`src/rtl/osc_tick_gen.sv`:
```
// Multi-channel programmable tick generator: each channel divides CLK by D+1 and
// emits a one-cycle TICK plus a TOGGLE square wave, with glitch-free divide updates.

module osc_tick_ch #(
    parameter int               DIV_W     = 16,
    parameter logic [DIV_W-1:0] DIV_RESET = '0
) (
    input  logic             CLK,
    input  logic             rst,
    input  logic             en,
    input  logic             wr,
    input  logic [DIV_W-1:0] wr_data,
    output logic             tick,
    output logic             toggle,
    output logic             pending
);
    logic [DIV_W-1:0] act_div;
    logic [DIV_W-1:0] shd_div;
    logic [DIV_W-1:0] cnt;
    logic             tc;

    assign tc = (cnt == act_div);

    // The active divide only changes at terminal count or while idle (cnt = 0),
    // so cnt can never run past act_div.
    always_ff @(posedge CLK or posedge rst) begin
        if (rst) begin
            cnt     <= '0;
            act_div <= DIV_RESET;
            shd_div <= DIV_RESET;
            pending <= 1'b0;
            tick    <= 1'b0;
            toggle  <= 1'b0;
        end else if (!en) begin
            cnt     <= '0;
            tick    <= 1'b0;
            toggle  <= 1'b0;
            pending <= 1'b0;
            if (wr)
                act_div <= wr_data;
            else if (pending)
                act_div <= shd_div;
        end else if (tc) begin
            cnt     <= '0;
            tick    <= 1'b1;
            toggle  <= ~toggle;
            pending <= 1'b0;
            if (wr)
                act_div <= wr_data;
            else if (pending)
                act_div <= shd_div;
        end else begin
            cnt  <= cnt + DIV_W'(1);
            tick <= 1'b0;
            if (wr) begin
                shd_div <= wr_data;
                pending <= 1'b1;
            end
        end
    end
endmodule

module osc_tick_gen #(
    parameter int          NUM_CH    = 4,
    parameter int          DIV_W     = 16,
    parameter int unsigned DIV_RESET = 999,
    localparam int         CH_W      = (NUM_CH > 1) ? $clog2(NUM_CH) : 1
) (
    input  logic              CLK,
    input  logic              RESET,
    input  logic [NUM_CH-1:0] ENABLE,
    input  logic              WR_EN,
    input  logic [CH_W-1:0]   WR_CH,
    input  logic [DIV_W-1:0]  WR_DATA,
    output logic [NUM_CH-1:0] TICK,
    output logic [NUM_CH-1:0] TOGGLE,
    output logic [NUM_CH-1:0] PENDING
);
    typedef struct packed {
        logic             en;
        logic [CH_W-1:0]  ch;
        logic [DIV_W-1:0] data;
    } wr_req_t;

    wr_req_t           wr_req;
    logic [NUM_CH-1:0] wr_hit;
    logic [1:0]        rst_sync;
    logic              ch_rst;

    assign wr_req = '{en: WR_EN, ch: WR_CH, data: WR_DATA};

    // Assert asynchronously, release two CLK edges after RESET drops.
    always_ff @(posedge CLK or posedge RESET) begin
        if (RESET)
            rst_sync <= 2'b00;
        else
            rst_sync <= {rst_sync[0], 1'b1};
    end

    assign ch_rst = ~rst_sync[1];

    // Indices at or above NUM_CH match no channel and are dropped.
    always_comb begin
        wr_hit = '0;
        for (int i = 0; i < NUM_CH; i++)
            if (wr_req.en && (wr_req.ch == CH_W'(i)))
                wr_hit[i] = 1'b1;
    end

    generate
        for (genvar i = 0; i < NUM_CH; i++) begin : g_ch
            osc_tick_ch #(
                .DIV_W     (DIV_W),
                .DIV_RESET (DIV_W'(DIV_RESET))
            ) u_ch (
                .CLK     (CLK),
                .rst     (ch_rst),
                .en      (ENABLE[i]),
                .wr      (wr_hit[i]),
                .wr_data (wr_req.data),
                .tick    (TICK[i]),
                .toggle  (TOGGLE[i]),
                .pending (PENDING[i])
            );
        end
    endgenerate
endmodule

```
`config.mk`:
```
export PLATFORM = sky130hd
export DESIGN_NAME = osc_tick_gen
export DESIGN_NICKNAME = d
export VERILOG_FILES = /design/src/rtl/osc_tick_gen.sv
export SDC_FILE = /design/constraint.sdc
export NUM_CORES = 1
export LEC_CHECK = 0
export CAP_MARGIN = 0
export CORE_ASPECT_RATIO = 0.6
export CORE_UTILIZATION = 30
export CTS_CLUSTER_DIAMETER = 30
export DETAILED_ROUTE_END_ITERATION = 8
export PLACE_DENSITY_LB_ADDON = 0.1
export SETUP_SLACK_MARGIN = 0.4
export SYNTH_ARGS = -nofsm -noshare
export SYNTH_HDL_FRONTEND = slang
export SYNTH_SLANG_ARGS = --single-unit
```
`constraint.sdc`:
```
create_clock -name CLK -period 13.9 [get_ports CLK]
set_input_delay 3.475 -clock CLK [delete_from_list [all_inputs] [get_ports CLK]]
set_output_delay 3.475 -clock CLK [all_outputs]
set_load 0.02 [all_outputs]
```
Word level (Yosys, flattened, before mapping)

Index checks and enable logic that the tools add are counted.

Mux-type cells: 56
Bitwise logic cells: 8
Add/sub/neg operators: 4
Reduce and logical (&&, ||, !) cells: 9
Equal/unequal tests: 15

Operators with widths:

| operator                                                              | count |
|---|---|
| 16-bit 2-to-1 mux                                                     | 24 |
| 16-bit by 1-bit adder with 16-bit output, second input constant       | 4 |
| 16-bit equality test                                                  | 4 |
| 1-bit 2-to-1 mux                                                      | 32 |
| 3-bit by 1-bit != test with 1-bit output, second input constant       | 4 |
| 3-bit AND reduction                                                   | 4 |
| 2-bit by 1-bit != test with 1-bit output, second input constant       | 4 |
| 1-bit NOT                                                             | 8 |
| 2-bit equality test, second input constant                            | 2 |
| 1-bit logical AND                                                     | 4 |
| 2-bit by 1-bit equality test with 1-bit output, second input constant | 1 |
| 2-bit logical NOT                                                     | 1 |

Bits of input ports: 25
Word-level logic and storage cells: 117
Bits in registers: 206
Output and inout bits: 12

Logic depth before layout (Yosys ltp)

Gate-level depths: netlist of run 1.

Depth in word-level cells: 6
Gate-level depth with buffers: 8
Gate-level depth less buffers: 6

Modules after synthesis

Synthesis of run 1 repeated with hierarchy kept, for this count alone.

Cell total of the unflattened synthesis: 769
Area total of the unflattened synthesis: 9973.3 µm²

Modules (own cells, without submodules):

| module       | times used | area an instance (µm²) | seq. area each (µm²) | cells each |
|---|---|---|---|---|
| osc_tick_ch  | 4          | 2468.6                 | 1296.2               | 190 |
| osc_tick_gen | 1          | 98.8                   | 50.0                 | 9 |

Worst setup path after synthesis of run 1

Ideal clock, no wire load.

Kind: input to register
Start: input WR_CH[1]
End: register g_ch[0].u_ch.act_div[10]
Required time: 13.775 ns
Setup time: 0.125 ns
Stages: 5
Setup slack: 8.805 ns
Arrival: 4.970 ns
Buffers on the path: 2
Path through: nor3b_1 buf_1 buf_1 mux2_2 mux2_4

Cells in the longest elaborated chain, start to end: 6

Ends and longest elaborated chain:

| item                  | RTL line | source |
|---|---|---|
| from (decl)           | 73       | `input logic [CH_W-1:0] WR_CH,` |
| 2-bit logical NOT (*) | 106      | `if (wr_req.en && (wr_req.ch == CH_W'(i)))` |
| 1-bit logical AND (*) | 106      |  |
| 1-bit 2-to-1 mux (*)  | 106      |  |
| 16-bit 2-to-1 mux (*) | 39, 48   |  |
| 16-bit 2-to-1 mux     | 43       | `end else if (tc) begin` |
| 16-bit 2-to-1 mux (*) | 34       | `end else if (!en) begin` |
| to (signal assigned)  | 40       | `act_div <= wr_data;` |
| to (signal assigned)  | 42       | `act_div <= shd_div;` |
| to (signal assigned)  | 49       | `act_div <= wr_data;` |
| to (decl)             | 17       | `logic [DIV_W-1:0] act_div;` |

Every way passes the cells marked *; elsewhere a longest branch is shown, timed or not. The select of a mux whose other input is x is not followed.
A chain may end at the register's enable or synchronous reset.

Worst setup path after layout of run 1

Start: input WR_CH[0]
End: register g_ch[3].u_ch.act_div[15]

Cells in the longest elaborated chain, start to end: 6

Ends and longest elaborated chain:

| item                    | RTL line |
|---|---|
| 2-bit equality test (*) | 106 |
| 1-bit logical AND (*)   | 106 |
| 1-bit 2-to-1 mux (*)    | 106 |
| 16-bit 2-to-1 mux (*)   | 39, 48 |
| 16-bit 2-to-1 mux       | 43 |
| 16-bit 2-to-1 mux (*)   | 34 |
| to (signal assigned)    | 40 |
| to (signal assigned)    | 42 |
| to (signal assigned)    | 49 |
| to (decl)               | 17 |

Marks and branches as above.

==> results.cfg, run 1 <==
[layout]
syn_to_final_growth_pct = 24.13
multi_input_area_sq_um = 4367
nFillCells = 3173
drive_above_1_share_pct = 27.84
regArea_sq_um = 5239
fin_area_sq_um = 12270
final_nets = 912

[power]
power_density_nw_per_um2 = 186.1
ir_drop_uv = 101.9
p_leak_nw = 5.206

[worst_setup_path]
crit_path_end_kind = flop
worstPathArrival_ns = 5.83
cp_max_fo = 18
cp.required_ns = 14.26
path_class = in2reg
cp-start-kind = primary input

[timing]
slew_headroom_pct = 20.65
fin_crit_sh_pct = 39.39
fmax_mhz = 182.6
tns_ns = 0
worstMarginPinSlew_ns = 1.190
fin_crit_ns = 5.476
rsz0062_at_grt = no
finClkSkew_ns = 0.01288
setup_viol = 0
hold_violations = 0
finalMaxSlewViolations = 0

[yosys]
synth_warnings = 0
ys.flop_type = dfrtp_1
ys_seq_area_share_pct = 52.96
synth.avg_cell_area_sq_um = 11.73
synth_area_leader_cell = dfrtp_1
syn_area_sq_um = 9884
yosysMostFrequentCell = dfrtp_1
ys_seq_elements = 206
synthCells = 843
synth-edff-count = 0
netlist_top_cells_area = dfrtp_1 (36%), dfstp_2 (17%), mux2_2 (8.7%)
synthArstFlopShare_pct = 100.0
synth_common_cells = dfrtp_1 (142), xnor2_1 (87), nor2_1 (77)
synth_nets = 872
ys_types = 36
synth_top_area_share_pct = 35.95

[placement]
gp_congestion = 0.7164
placedInstanceArea_sq_um = 10640
io_buffers = 36
hpwlAfterDp_microns = 14760

[global_route]
grt_max_degree = 56
grt-ovfl-total = 0
grt_pass1_wl_microns = 36140
grt_usage_pct = 13.78
antenna_found_initial = 0
grt_pass1_vias = 6333

[floorplanning]
start_util_pct = 30.49
pin_count = 37
die_w_microns = 236.3
dieHeight_microns = 142.6
rows = 51
die_area_sq_um = 33700
core_sq_um = 32420

[routing]
drc = 0
initialDrtViolationCount = 330
wl_per_cell_microns = 16.78
antenna_left = 0
firstDrtPassIters = 4
postRouteWirelength_microns = 22500
via_per_inst = 4.629
dr_total_vias = 6208

[cts]
cts_buffer_depth = 3
cts_setup_buffers = 0
insertion_delay_ns = 0.52
cts_buffers = 43
cts.sinks = 206
cts_root_buf = clkbuf_16
htreeDepth = 2
cts-resized-gates = 0
postCtsHoldBufs = 0
clk_pin_slew_ns = 0.05
cts_tree = built

[outcome]
status = completed

[job]
max_cap_violations = 0

[hold_path]
hold_path_class = reg2async
## final timing paths
| check | startpoint | end | slack [ns] | cells past startpoint |
|---|---|---|---|---|
| setup reg to reg | g_ch[3].u_ch.cnt[10]$_DFF_PN0_ | g_ch[3].u_ch.act_div[15]$_DFFE_PN0P_ | 10.63 | 6 |
| setup / recovery | WR_CH[0] | g_ch[3].u_ch.act_div[15]$_DFFE_PN0P_ | 8.42 | 6 |
| max in group asynchronous | RESET | rst_sync[1]$_DFF_PP0_ | 10.66 | 2 |
| hold / removal | rst_sync[1]$_DFF_PP0_ | g_ch[3].u_ch.tick$_DFF_PN0_ | 0.34 | 0 |
| hold reg to reg | rst_sync[1]$_DFF_PP0_ | g_ch[3].u_ch.tick$_DFF_PN0_ | 0.34 | 0 |
| min in group CLK | rst_sync[0]$_DFF_PP0_ | rst_sync[1]$_DFF_PP0_ | 0.35 | 0 |
## layout make-up
class,count,area share (%)
Sequential cell,206,42.70
Multi-Input combinational cell,572,35.59
Clock buffer,57,10.12
Tap cell,424,4.324
Timing Repair Buffer,50,3.794
Clock inverter,21,3.151
Inverter,10,0.3059
Antenna cell,1,0.02040
## kinds of logic after synthesis
logic type,synth area share [%]
flops,52.96
simple gates,9.481
mux,16.56
xor+xnor,10.54
compound gates,6.747
buf+inv,3.165
fa+ha+maj,0.5063
other cells,0.03794
## power by group
part	total, mW	switching, mW	leakage, nW	internal, mW
registers	0.832	0.0769	2.50	0.755
clock network	1.16	0.332	0.802	0.825
logic	0.294	0.127	1.91	0.167
## state kept, by name, summed over array words and instances (netlist names)
signal	flops
g_ch.u_ch.act_div	64
g_ch.u_ch.cnt	64
g_ch.u_ch.pending	4
g_ch.u_ch.shd_div	64
g_ch.u_ch.tick	4
g_ch.u_ch.toggle	4
rst_sync	2
## cells in the final DEF, fill, tap and decap left out, drive strengths merged, types with 5 or more instances in the layout
master / synthesis / final
dfrtp: 142 / 142
mux2: 96 / 96
xnor2: 87 / 87
nor2: 77 / 77
a21oi: 69 / 69
dfstp: 64 / 64
clkbuf: 29 / 57
mux2i: 48 / 48
clkdlybuf4s50: 0 / 36
xor2: 32 / 32
a31oi: 32 / 32
nand4: 25 / 25
nand3: 23 / 23
nand2: 22 / 22
buf: 26 / 14
bufinv: 0 / 11
inv: 10 / 10
and2: 10 / 10
clkinv: 0 / 9
nor4: 6 / 6
o21ai: 6 / 6
and3: 5 / 5
or3: 5 / 5
nand2b: 5 / 5
nor2b: 5 / 5
## stage by stage
stage	total power, mW	hold slack (ns)	std cells	worst slack [ns]	utilization [%]
after CTS	2.321	0.3494	1340	8.465	37.84
after detailed placement	1.139	0.3395	1262	7.900	32.82
final	2.284	0.3414	1341	8.424	37.85
after global routing	2.393	0.3601	1340	8.268	37.84
after floorplan	1.059	0.3312	843	7.846	-
after global placement	1.138	0.3350	1262	7.922	32.82
## worst max-delay path, stage by stage
cell and delay [ns]:
clkdlybuf4s50_1 0.53, nand3_1 0.10, buf_4 0.23, nand2b_1 0.51
and2_0 0.81, a21oi_1 0.15
## layer usage
layer	up-vias	part of all wire [%]	track usage, %
li1	3030	-	-
met1	3043	56	21.69
met2	88	38	17.68
met3	47	4.2	3.394
met4	0	2.2	4.614
met5	-	0	0
Note: power is estimated with default switching activity, not from simulation.
==> run 2, diff against run 1 <==
clock period = 5.6 ns   (was 13.9 ns; I/O delays follow)
==> results.cfg, run 2 (synthesis gave the netlist of run 1 again) <==
[outcome]
status = completed

[worst_setup_path]
path_class = in2reg
worstPathArrival_ns = 4.02
cp_max_fo = 33
cp.required_ns = 6.03
r2r_setup_slack_ns = 2.72
crit_path_end_kind = flop
cp-start-kind = primary input

[routing]
wl_per_cell_microns = 16.87
firstDrtPassIters = 4
antenna_left = 0
dr_total_vias = 6164
initialDrtViolationCount = 283
postRouteWirelength_microns = 22510
via_per_inst = 4.621
drc = 0

[placement]
dp.cells = 1262
io_buffers = 36
gp_congestion = 0.7003
hpwlAfterDp_microns = 14820

[layout]
top_regs = g_ch.u_ch.act_div x64, g_ch.u_ch.cnt x64, g_ch.u_ch.shd_div x64
final_cell_mix = dfrtp_1 (141), xnor2_1 (87), nor2_1 (77)
layout.cells.non_filler = 1334
drive_above_1_share_pct = 27.03
final_util_pct = 37.16
final_nets = 909
layout_commonest_cell = dfrtp_1
syn_to_final_growth_pct = 21.86
nFillCells = 3193
n_antenna_cell = 0

[power]
p_sw_share_pct = 24.26
combinationalPowerShare_pct = 13.9
power_frac_seq_pct = 39.2
p_leak_nw = 5.094
power_density_nw_per_um2 = 436.5
ir_drop_uv = 205.5
p_total_mw = 5.258
intPower_mw = 3.983
p_clk_share_pct = 46.8
switchingPower_mw = 1.275

[floorplanning]
pin_count = 37
start_util_pct = 30.49
rows = 51
die_area_sq_um = 33700
die_w_microns = 236.3
dieHeight_microns = 142.6
core_sq_um = 32420

[global_route]
grt_usage_pct = 13.98
grt_pass1_vias = 6503
grt_max_degree = 103
antenna_found_initial = 0
grt_pass1_wl_microns = 36480
grt-ovfl-total = 0

[hold_path]
hold_path_class = reg2async

[timing]
tns_ns = 0
slew_headroom_pct = 22.43
worstMarginPinSlew_ns = 1.164
setup_viol = 0
rsz0062_at_grt = no
fin_crit_sh_pct = 64.23
hold_violations = 0
finClkSkew_ns = 0.01167
fin_crit_ns = 3.597
finalMaxSlewViolations = 0
fmax_mhz = 278.0

[cts]
cts_root_buf = clkbuf_16
cts_buffer_depth = 3
cts-resized-gates = 0
cts_tree = built
cts_buffers = 40
insertion_delay_ns = 0.52
postCtsHoldBufs = 0
htreeDepth = 2
cts_setup_buffers = 0
clk_pin_slew_ns = 0.05
cts.sinks = 206

[job]
max_cap_violations = 0
==> run 2: cell types whose count changed in the layout (fill, tap and decap cells not counted), sizes merged <==
cell	before	now
clkbuf	57	59
diode	1	0
bufinv	11	5
clkinv	9	7
==> run 2: power by group through the flow <==
stage / Clock, mW / Sequential, mW / Combinational (mW)
6_report: 2.46 / 2.06 / 0.733
5_1_grt: 2.60 / 2.11 / 0.818
4_1_cts: 2.54 / 2.07 / 0.748
3_5_place_dp: 0 / 2.09 / 0.745
3_3_place_gp: 0 / 2.09 / 0.737
2_1_floorplan: 0 / 2.05 / 0.581
==> run 2: critical path, cell delays in order <==
cell and delay (ns):
clkdlybuf4s50_1 0.46, nand3b_1 0.66, nand2b_1 1.11, a21oi_1 0.19
a31oi_1 0.18
==> run 2: routing by layer <==
metal / up-vias / wire (microns) / track usage [%]
met4: 0 / 492 / 4.614
met1: 3018 / 12460 / 21.72
li1: 3018 / - / -
met5: - / 0 / 0
met3: 43 / 954 / 3.220
met2: 85 / 8603 / 18.51
==> run 2: cell type report <==
| class | count | area [sq um] | share of cell area [%] |
|---|---|---|---|
| multi-input cells | 572 | 4367 | 36.25 |
| inverters | 10 | 37.54 | 0.3116 |
| flip-flops and latches | 206 | 5239 | 43.49 |
| clock inverters | 13 | 200.2 | 1.662 |
| clock buffers | 59 | 1194 | 9.910 |
| well taps | 424 | 530.5 | 4.404 |
| repair buffers | 50 | 478.0 | 3.968 |
==> run 2: path summary, 6_finish.rpt <==
check	cells after the start	start	endpoint
setup / recovery	5	WR_CH[0]	g_ch[2].u_ch.act_div[6]$_DFFE_PN1P_
setup reg to reg	5	g_ch[3].u_ch.act_div[7]$_DFFE_PN1P_	g_ch[3].u_ch.act_div[10]$_DFFE_PN0P_
hold reg to reg	0	rst_sync[1]$_DFF_PP0_	g_ch[3].u_ch.cnt[2]$_DFF_PN0_
max in group asynchronous	1	rst_sync[1]$_DFF_PP0_	g_ch[0].u_ch.act_div[3]$_DFFE_PN0P_
hold / removal	0	rst_sync[1]$_DFF_PP0_	g_ch[3].u_ch.cnt[2]$_DFF_PN0_
min in group CLK	0	rst_sync[0]$_DFF_PP0_	rst_sync[1]$_DFF_PP0_
==> run 2: stage by stage <==
| stage | area (sq um) | hold WS [ns] | worst slack [ns] |
|---|---|---|---|
| after floorplan | 9886 | 0.3311 | 2.268 |
| after global placement | 10650 | 0.3292 | 1.465 |
| after detailed placement | 10650 | 0.3298 | 1.412 |
| after CTS | 12050 | 0.3345 | 1.966 |
| after global routing | 12050 | 0.3639 | 1.755 |
| final | 12050 | 0.3007 | 2.003 |
